===== src/rtl/cdc_pkg.sv =====
// Shared definitions for the fast-to-slow CDC blocks: FSM encoding and default parameters.
package cdc_pkg;

    typedef enum logic [1:0] {
        IDLE     = 2'd0,
        REQ      = 2'd1,
        ACK_WAIT = 2'd2
    } cdc_state_t;

    localparam int SYNC_STAGES_DEF = 2;
    localparam int MIN_HOLD_DEF    = 4;

endpackage


===== src/rtl/sync_nff.sv =====
// N-flop level synchroniser with asynchronous active-high reset; output is the last flop.
module sync_nff #(
    parameter int STAGES = 2
) (
    input  logic clk,
    input  logic rst,
    input  logic d,
    output logic q
);

    logic [STAGES-1:0] chain;

    always_ff @(posedge clk or posedge rst) begin
        if (rst) begin
            chain <= '0;
        end else begin
            chain <= {chain[STAGES-2:0], d};
        end
    end

    assign q = chain[STAGES-1];

endmodule


===== src/rtl/cdc_pulse_sender.sv =====
// Carries single-cycle event pulses from fast_clk to a slower consumer over a four-phase
// req/ack handshake, with a one-deep pending slot and saturating sent/drop counters.
//
// Handshake: req rises for a new event and stays high until it has been high MIN_HOLD cycles
// and the synchronised ack is high; req then falls and the event counts as sent once ack falls.
module cdc_pulse_sender
    import cdc_pkg::*;
#(
    parameter int SYNC_STAGES = SYNC_STAGES_DEF,
    parameter int MIN_HOLD    = MIN_HOLD_DEF,
    parameter int CNT_W       = 8
) (
    input  logic             fast_clk,
    input  logic             rst,
    input  logic             event_pulse,
    input  logic             ack_async,
    output logic             req,
    output logic             busy,
    output logic [CNT_W-1:0] sent_count,
    output logic [CNT_W-1:0] drop_count
);

    localparam int HOLD_W = $clog2(MIN_HOLD + 1);
    localparam logic [HOLD_W-1:0] HOLD_MAX  = HOLD_W'(MIN_HOLD);
    localparam logic [HOLD_W-1:0] HOLD_LAST = HOLD_W'(MIN_HOLD - 1);

    cdc_state_t        state, state_next;
    logic [HOLD_W-1:0] hold_cnt, hold_next;
    logic              pending, pending_next;
    logic              ack_sync;
    logic              sent_inc, drop_inc;

    sync_nff #(.STAGES(SYNC_STAGES)) u_ack_sync (
        .clk (fast_clk),
        .rst (rst),
        .d   (ack_async),
        .q   (ack_sync)
    );

    // hold_cnt counts completed req-high cycles, so exiting when it reaches MIN_HOLD-1
    // leaves req high for exactly MIN_HOLD cycles when ack is already present.
    always_comb begin
        state_next   = state;
        hold_next    = hold_cnt;
        pending_next = pending;
        sent_inc     = 1'b0;
        drop_inc     = 1'b0;
        case (state)
            IDLE: begin
                if (event_pulse) begin
                    state_next = REQ;
                    hold_next  = '0;
                end
            end
            REQ: begin
                if (hold_cnt < HOLD_MAX) hold_next = hold_cnt + HOLD_W'(1);
                if ((hold_cnt >= HOLD_LAST) && ack_sync) state_next = ACK_WAIT;
                if (event_pulse) begin
                    if (pending) drop_inc = 1'b1;
                    else         pending_next = 1'b1;
                end
            end
            ACK_WAIT: begin
                if (!ack_sync) begin
                    sent_inc = 1'b1;
                    // An event on this cycle either refills the slot being drained, or
                    // passes straight through it when the slot was empty.
                    if (pending || event_pulse) begin
                        state_next   = REQ;
                        hold_next    = '0;
                        pending_next = pending && event_pulse;
                    end else begin
                        state_next = IDLE;
                    end
                end else if (event_pulse) begin
                    if (pending) drop_inc = 1'b1;
                    else         pending_next = 1'b1;
                end
            end
            default: begin
                state_next   = IDLE;
                pending_next = 1'b0;
            end
        endcase
    end

    always_ff @(posedge fast_clk or posedge rst) begin
        if (rst) begin
            state    <= IDLE;
            hold_cnt <= '0;
            pending  <= 1'b0;
            req      <= 1'b0;
        end else begin
            state    <= state_next;
            hold_cnt <= hold_next;
            pending  <= pending_next;
            req      <= (state_next == REQ);
        end
    end

    always_ff @(posedge fast_clk or posedge rst) begin
        if (rst) begin
            sent_count <= '0;
            drop_count <= '0;
        end else begin
            if (sent_inc && (sent_count != '1)) sent_count <= sent_count + CNT_W'(1);
            if (drop_inc && (drop_count != '1)) drop_count <= drop_count + CNT_W'(1);
        end
    end

    assign busy = (state != IDLE) || pending;

endmodule

===== config.mk =====
export PLATFORM = sky130hd
export DESIGN_NAME = cdc_pulse_sender
export DESIGN_NICKNAME = d
export VERILOG_FILES = /design/src/rtl/cdc_pkg.sv /design/src/rtl/sync_nff.sv /design/src/rtl/cdc_pulse_sender.sv
export SDC_FILE = /design/constraint.sdc
export NUM_CORES = 1
export LEC_CHECK = 0
export CAP_MARGIN = 0
export CORE_MARGIN = 8
export CORE_UTILIZATION = 31
export CTS_BUF_LIST = sky130_fd_sc_hd__clkbuf_8 sky130_fd_sc_hd__clkbuf_16
export DETAILED_ROUTE_END_ITERATION = 8
export HOLD_SLACK_MARGIN = 0.08
export PLACE_DENSITY = 0.52
export SYNTH_ARGS = -nofsm -noshare
export SYNTH_HDL_FRONTEND = slang
export SYNTH_SLANG_ARGS = --single-unit

===== constraint.sdc =====
create_clock -name fast_clk -period 2.2 [get_ports fast_clk]
set_clock_uncertainty 0.1 [all_clocks]
set_input_delay 0.66 -clock fast_clk [delete_from_list [all_inputs] [get_ports fast_clk]]
set_output_delay 0.66 -clock fast_clk [all_outputs]
set_load 0.03 [all_outputs]

==> impl_metrics.py, run 1 <==
metrics = {
    "sta": {
        "min_period_ns": 2.13,
        "setup_viol": 0,
        "worst_slew_pin_slew_ns": 0.335,
        "max_slew_margin": 0.776,
        "rsz0062_at_grt": "false",
        "timing.final.ws_setup_ns": 0.0668,
        "maxSlewViolCount": 0,
        "min_period_over_period": 0.970,
        "max_freq_mhz": 469,
        "hold_viol_final": 0,
    },
    "floorplan": {
        "dieArea_mm2": 0.00675,
        "dieHeight_um": 82.2,
        "die_x_um": 82.2,
        "core_mm2": 0.00429,
        "start_util": 0.316,
        "io_pins": 22,
        "fp-row-count": 24,
    },
    "global_route": {
        "grt_pass1_vias": 1033,
        "overflow": 0,
        "antenna_found_initial": 0,
        "grt_first_pass_wirelength_mm": 4.88,
        "grt_max_degree": 26,
        "grt_use_total": 0.0920,
    },
    "finish": {
        "finish.instance_area_mm2": 0.00175,
        "nFillCells": 433,
        "area_delta_synth_final_pct": 28.7,
        "num-nets-final": 170,
        "layout.cells.non_filler": 209,
        "n_antenna_cell": 0,
        "drive_above_1_share": 0.146,
    },
    "drt": {
        "via_per_inst": 4.89,
        "vias": 1023,
        "postRouteAntennaNets": 0,
        "dr.pass1.iters": 4,
        "drtIter0Drc": 33,
        "drcViolationCount": 0,
        "wl_mm": 2.77,
        "routedWlPerCell_um": 13.2,
    },
    "setup_path": {
        "crit_family": "buffers and inverters",
        "end_kind": "primary output",
        "required_ns": 1.44,
        "cp.buffers_inverters": 1,
        "cp.arrival_ns": 1.37,
        "cp_slowest_cell": "clkdlybuf4s50_1",
        "crit_start": "sent_count[0]",
        "rr_worst_depth": 6,
        "cpPeakStageDelay_ns": 0.70,
        "r2r_end": "drop_count[6]",
        "worstSetupPathType": "register to primary output",
        "critPathMaxFanout": 4,
        "critPathLaunchType": "register",
        "r2r-start": "state[0]",
        "r2r_slack_ns": 0.31,
        "cp_cell_sequence": "clkdlybuf4s50_1",
        "crit_cells": 1,
    },
    "worst_hold_path": {
        "min_from": "u_ack_sync.chain[0]",
        "min_to": "u_ack_sync.chain[1]",
        "holdPathStages": 0,
        "holdCritPathClass": "register to register",
    },
    "clocking": {
        "hold_buffers": 0,
        "cts_buffer_depth": 2,
        "cts_made_buffers": 3,
        "clock_latency_ns": 0.26,
        "cts_tree": "done",
        "cts.sinks": 25,
        "h-tree-depth": 1,
        "clk_pin_slew_ns": 0.09,
        "root_buffer": "clkbuf_8",
    },
    "logic_synthesis": {
        "async_reset_ff_frac": 1.00,
        "yosys.area_share.adder": 0.0737,
        "synth-seq-cells": 25,
        "synth_xor_area_frac": 0.0452,
        "synthDistinctLibCells": 38,
        "yosysWarnings": 0,
        "synth-compound-area-share": 0.144,
        "synth.net_count": 137,
        "synth_area_mm2": 0.00136,
        "synth_top_area_share": 0.461,
        "synth.largest_area_cell": "dfrtp_1",
        "ys.flop_type": "dfrtp_1",
        "syn_avg_cell_area_um2": 10.9,
        "yosysSeqAreaShare": 0.461,
        "synthSimpleGateAreaFrac": 0.182,
        "muxShareOfSynthArea": 0.0645,
        "synth_top_family_by_area": "simple AND/OR/NAND/NOR gates",
        "synth_edf_count": 0,
        "synth_area_leaders": "dfrtp_1 46%, ha_1 7.4%, xnor2_1 3.2%, a21oi_1 2.6%, mux2_1 2.5%",
        "syn_inst": 125,
        "synthTopCellsByCount": "25 x dfrtp_1, 8 x ha_1, 8 x inv_1, 8 x nand2_1, 7 x a21oi_1",
        "synth.most_common_cell": "dfrtp_1",
    },
    "power": {
        "p_leak_nw": 0.851,
        "powerDensity_mw_per_mm2": 1010,
        "total_power_mw": 1.77,
        "peakVddDrop_v": 0.000470,
    },
    "placement": {
        "dp_hpwl_mm": 2.15,
        "gp_congestion": 0.744,
        "dp.cells": 205,
        "place_area_mm2": 0.00169,
        "portBuffers": 21,
        "dp_slack_ns": -0.0153,
    },
    "flow_run": {
        "maxCapViolCount": 0,
    },
    "status": {
        "status": "complete, no violations",
    },
}
-- flip-flops by register name, summed over array words and instances (netlist names) --
name	count
pending	1
hold_cnt	3
req	1
drop_count	8
u_ack_sync.chain	2
sent_count	8
state	2
-- report_power, final --
group / switching, mW / internal, mW / total (mW)
clock: 0.140 / 0.125 / 0.265
combinational: 0.452 / 0.366 / 0.818
sequential: 0.118 / 0.570 / 0.688
total: 0.710 / 1.06 / 1.77
-- how the worst max path moves through the flow --
stage	end	slack, ns
2_1_floorplan	drop_count[6]	0.39
3_5_place_dp	drop_count[1]	-0.02
6_report	sent_count[0]	0.07
5_1_grt	busy	0.001
3_3_place_gp	drop_count[1]	0.01
4_1_cts	sent_count[7]	0.006
-- cell families after synthesis --
| group | Yosys count |
|---|---|
| and+or+nand+nor | 42 |
| buffers and inverters | 10 |
| adders and majority gates | 8 |
| muxes | 8 |
| DFF | 25 |
| AOI/OAI and AO/OA | 25 |
| xor gates and xnor gates | 7 |
-- final cells by class --
class / instances / area (µm²) / share of cell area
Inverter: 8 / 30.0 / 0.0172
Tap cell: 52 / 65.1 / 0.0372
Clock buffer: 3 / 41.3 / 0.0236
Clock inverter: 1 / 3.75 / 0.00215
Sequential cell: 25 / 626 / 0.358
Multi-Input combinational cell: 90 / 692 / 0.396
Timing Repair Buffer: 30 / 289 / 0.165
-- timing repair --
action	in CTS	in global routing
resized for setup	1	6
setup endpoints to repair	1	6
buffers inserted	0	0
-- cells in the final DEF (no fill, tap or decap), drive strengths merged, types with 8 or more instances in the layout --
cell	synthesis	routed
a21oi	8	8
buf	2	10
clkdlybuf4s50	0	13
dfrtp	25	25
ha	8	8
inv	8	9
nand2	8	8
-- metal layers --
metal  GRT usage  vias up  share of wire
met1       0.111      504           0.44
met4      0.0421        0          0.014
met2       0.155        8           0.51
li1            -      509              -
met5           0        -              0
met3      0.0173        2          0.035
-- stage by stage --
step	utilization	setup TNS [ns]	hold WS, ns
3_5_place_dp	0.393	-0.0153	0.236
5_1_grt	0.407	0	0.279
6_report	0.407	0	0.252
3_3_place_gp	0.393	0	0.241
4_1_cts	0.403	0	0.257
2_1_floorplan	-	0	0.231
(Power assumes the default switching activity.)
==> run 2, diff against run 1 <==
--- a/config.mk
+++ b/config.mk
@@ -12,6 +12,7 @@
 export DETAILED_ROUTE_END_ITERATION = 8
 export HOLD_SLACK_MARGIN = 0.08
 export PLACE_DENSITY = 0.52
+export REMOVE_ABC_BUFFERS = 1
 export SYNTH_ARGS = -nofsm -noshare
 export SYNTH_HDL_FRONTEND = slang
 export SYNTH_SLANG_ARGS = --single-unit
==> impl_metrics.py, run 2 (synthesis results as in run 1) <==
metrics = {
    "drt": {
        "vias": 999,
        "drcViolationCount": 0,
        "postRouteAntennaNets": 0,
        "top_layer_used": "met4",
        "wl_met1_mm": 1.40,
        "routedWlPerCell_um": 13.4,
        "dr.pass1.iters": 4,
        "via_per_inst": 4.80,
        "met3_length_um": 66,
        "drtIter0Drc": 39,
        "wl_mm": 2.78,
        "wl_met2_mm": 1.28,
    },
    "setup_path": {
        "cp.arrival_ns": 1.39,
        "cpPeakStageDelay_ns": 0.70,
        "r2r_slack_ns": 0.27,
        "critPathMaxFanout": 5,
        "crit_family": "buffers and inverters",
        "r2r-start": "state[0]",
        "rr_worst_depth": 6,
        "r2r_end": "drop_count[6]",
        "critPathLaunchType": "register",
        "required_ns": 1.44,
        "end_kind": "primary output",
        "worstSetupPathType": "register to primary output",
        "cp_slowest_cell": "clkdlybuf4s50_1",
        "cp_cell_sequence": "clkdlybuf4s50_1",
        "cp.buffers_inverters": 1,
    },
    "sta": {
        "max_slew_margin": 0.779,
        "fin_setup_tns_ns": 0,
        "maxSlewViolCount": 0,
        "max_freq_mhz": 465,
        "rsz0062_at_grt": "false",
        "setup_viol": 0,
        "min_period_over_period": 0.977,
        "worst_slew_pin_slew_ns": 0.331,
        "min_period_ns": 2.15,
        "hold_viol_final": 0,
    },
    "worst_hold_path": {
        "min_from": "u_ack_sync.chain[0]",
        "holdPathStages": 0,
        "holdCritPathClass": "register to register",
        "min_to": "u_ack_sync.chain[1]",
    },
    "placement": {
        "dp.cells": 204,
        "portBuffers": 21,
        "gp_congestion": 0.748,
        "dp_hpwl_mm": 2.11,
    },
    "global_route": {
        "grt_first_pass_wirelength_mm": 4.78,
        "antenna_found_initial": 0,
        "overflow": 0,
        "grt_pass1_vias": 1036,
        "grt_use_total": 0.0911,
        "grt_max_degree": 26,
    },
    "clocking": {
        "hold_buffers": 0,
        "cts_setup_buffers": 0,
        "clk_pin_slew_ns": 0.09,
        "h-tree-depth": 1,
        "cts.sinks": 25,
        "cts_made_buffers": 3,
        "root_buffer": "clkbuf_8",
        "post_cts_resized": 3,
        "cts_tree": "done",
        "cts_buffer_depth": 2,
        "clock_latency_ns": 0.27,
    },
    "finish": {
        "layout_common_cells": "25 x dfrtp_1, 14 x clkdlybuf4s50_1, 9 x buf_4",
        "area_delta_synth_final_pct": 27.5,
        "drive_above_1_share": 0.147,
        "multiInputGateArea_um2": 692,
        "mostFrequentLayoutCell": "dfrtp_1",
        "nFillCells": 427,
        "top_regs": "drop_count x8, sent_count x8, hold_cnt x3",
        "register_area_um2": 626,
        "num-nets-final": 169,
        "layout.cells.non_filler": 208,
        "n_antenna_cell": 0,
    },
    "flow_run": {
        "maxCapViolCount": 0,
    },
    "power": {
        "powerDensity_mw_per_mm2": 1030,
        "peakVddDrop_v": 0.000387,
        "p_leak_nw": 0.817,
    },
    "floorplan": {
        "dieArea_mm2": 0.00675,
        "fp-row-count": 24,
        "core_mm2": 0.00429,
        "dieHeight_um": 82.2,
        "io_pins": 22,
        "die_x_um": 82.2,
        "start_util": 0.316,
    },
    "status": {
        "status": "complete, no violations",
    },
}
==> run 2: changes by cell type in the layout (fill, tap and decap cells not counted) <==
cell / before / now
dlygate4sd2_1: 1 / 3
buf_4: 10 / 9
inv_1: 9 / 8
clkinv_2: 0 / 1
dlymetal6s2s_1: 6 / 3
clkdlybuf4s50_1: 13 / 14
==> run 2: worst max path at each step <==
| stage | start | to | cells after the start |
|---|---|---|---|
| 5_1_grt | drop_count[1] | drop_count[1] | 1 |
| 4_1_cts | sent_count[2] | sent_count[2] | 1 |
| 3_5_place_dp | event_pulse | drop_count[1] | 4 |
| 3_3_place_gp | event_pulse | drop_count[1] | 4 |
| 2_1_floorplan | drop_count[0] | drop_count[6] | 5 |
| 6_report | drop_count[0] | drop_count[0] | 1 |
==> run 2: worst register-to-register path: stages, from the launching register on <==
cell     delay [ns]
dfrtp_1        0.46
inv_1          0.10
ha_1           0.30
a21oi_4        0.28
nor3_2         0.08
and3_1         0.18
mux2_1         0.31
==> run 2: cell type report <==
| cell class | count | share of cell area |
|---|---|---|
| Clock buffer | 3 | 0.0239 |
| Clock inverter | 1 | 0.00289 |
| Inverter | 8 | 0.0174 |
| Multi-Input combinational cell | 90 | 0.400 |
| Sequential cell | 25 | 0.362 |
| Tap cell | 52 | 0.0376 |
| Timing Repair Buffer | 29 | 0.157 |
==> run 2: layer usage <==
metal  track usage  vias to the layer above
li1              -                      507
met3        0.0173                        2
met5             0                        -
met2         0.144                        9
met1         0.114                      481
met4        0.0526                        0
==> run 2: per-stage QoR <==
stage | power, mW | instance area (µm²) | utilization | hold slack [ns] | setup slack, ns
3_5_place_dp | 1.54 | 1680 | 0.391 | 0.242 | -0.0211
4_1_cts | 1.81 | 1720 | 0.401 | 0.260 | 0.00391
3_3_place_gp | 1.52 | 1680 | 0.391 | 0.236 | 0.0177
5_1_grt | 1.92 | 1730 | 0.403 | 0.264 | 0.00347
6_report | 1.78 | 1730 | 0.403 | 0.250 | 0.0513
2_1_floorplan | 1.23 | 1350 | - | 0.231 | 0.394
==> run 2: power by group <==
part | internal (mW) | total [mW] | switching, mW | leakage [nW]
Clock | 0.127 | 0.275 | 0.149 | 0.0255
Sequential | 0.570 | 0.691 | 0.121 | 0.328
Combinational | 0.365 | 0.812 | 0.447 | 0.463
Total | 1.06 | 1.78 | 0.717 | 0.817
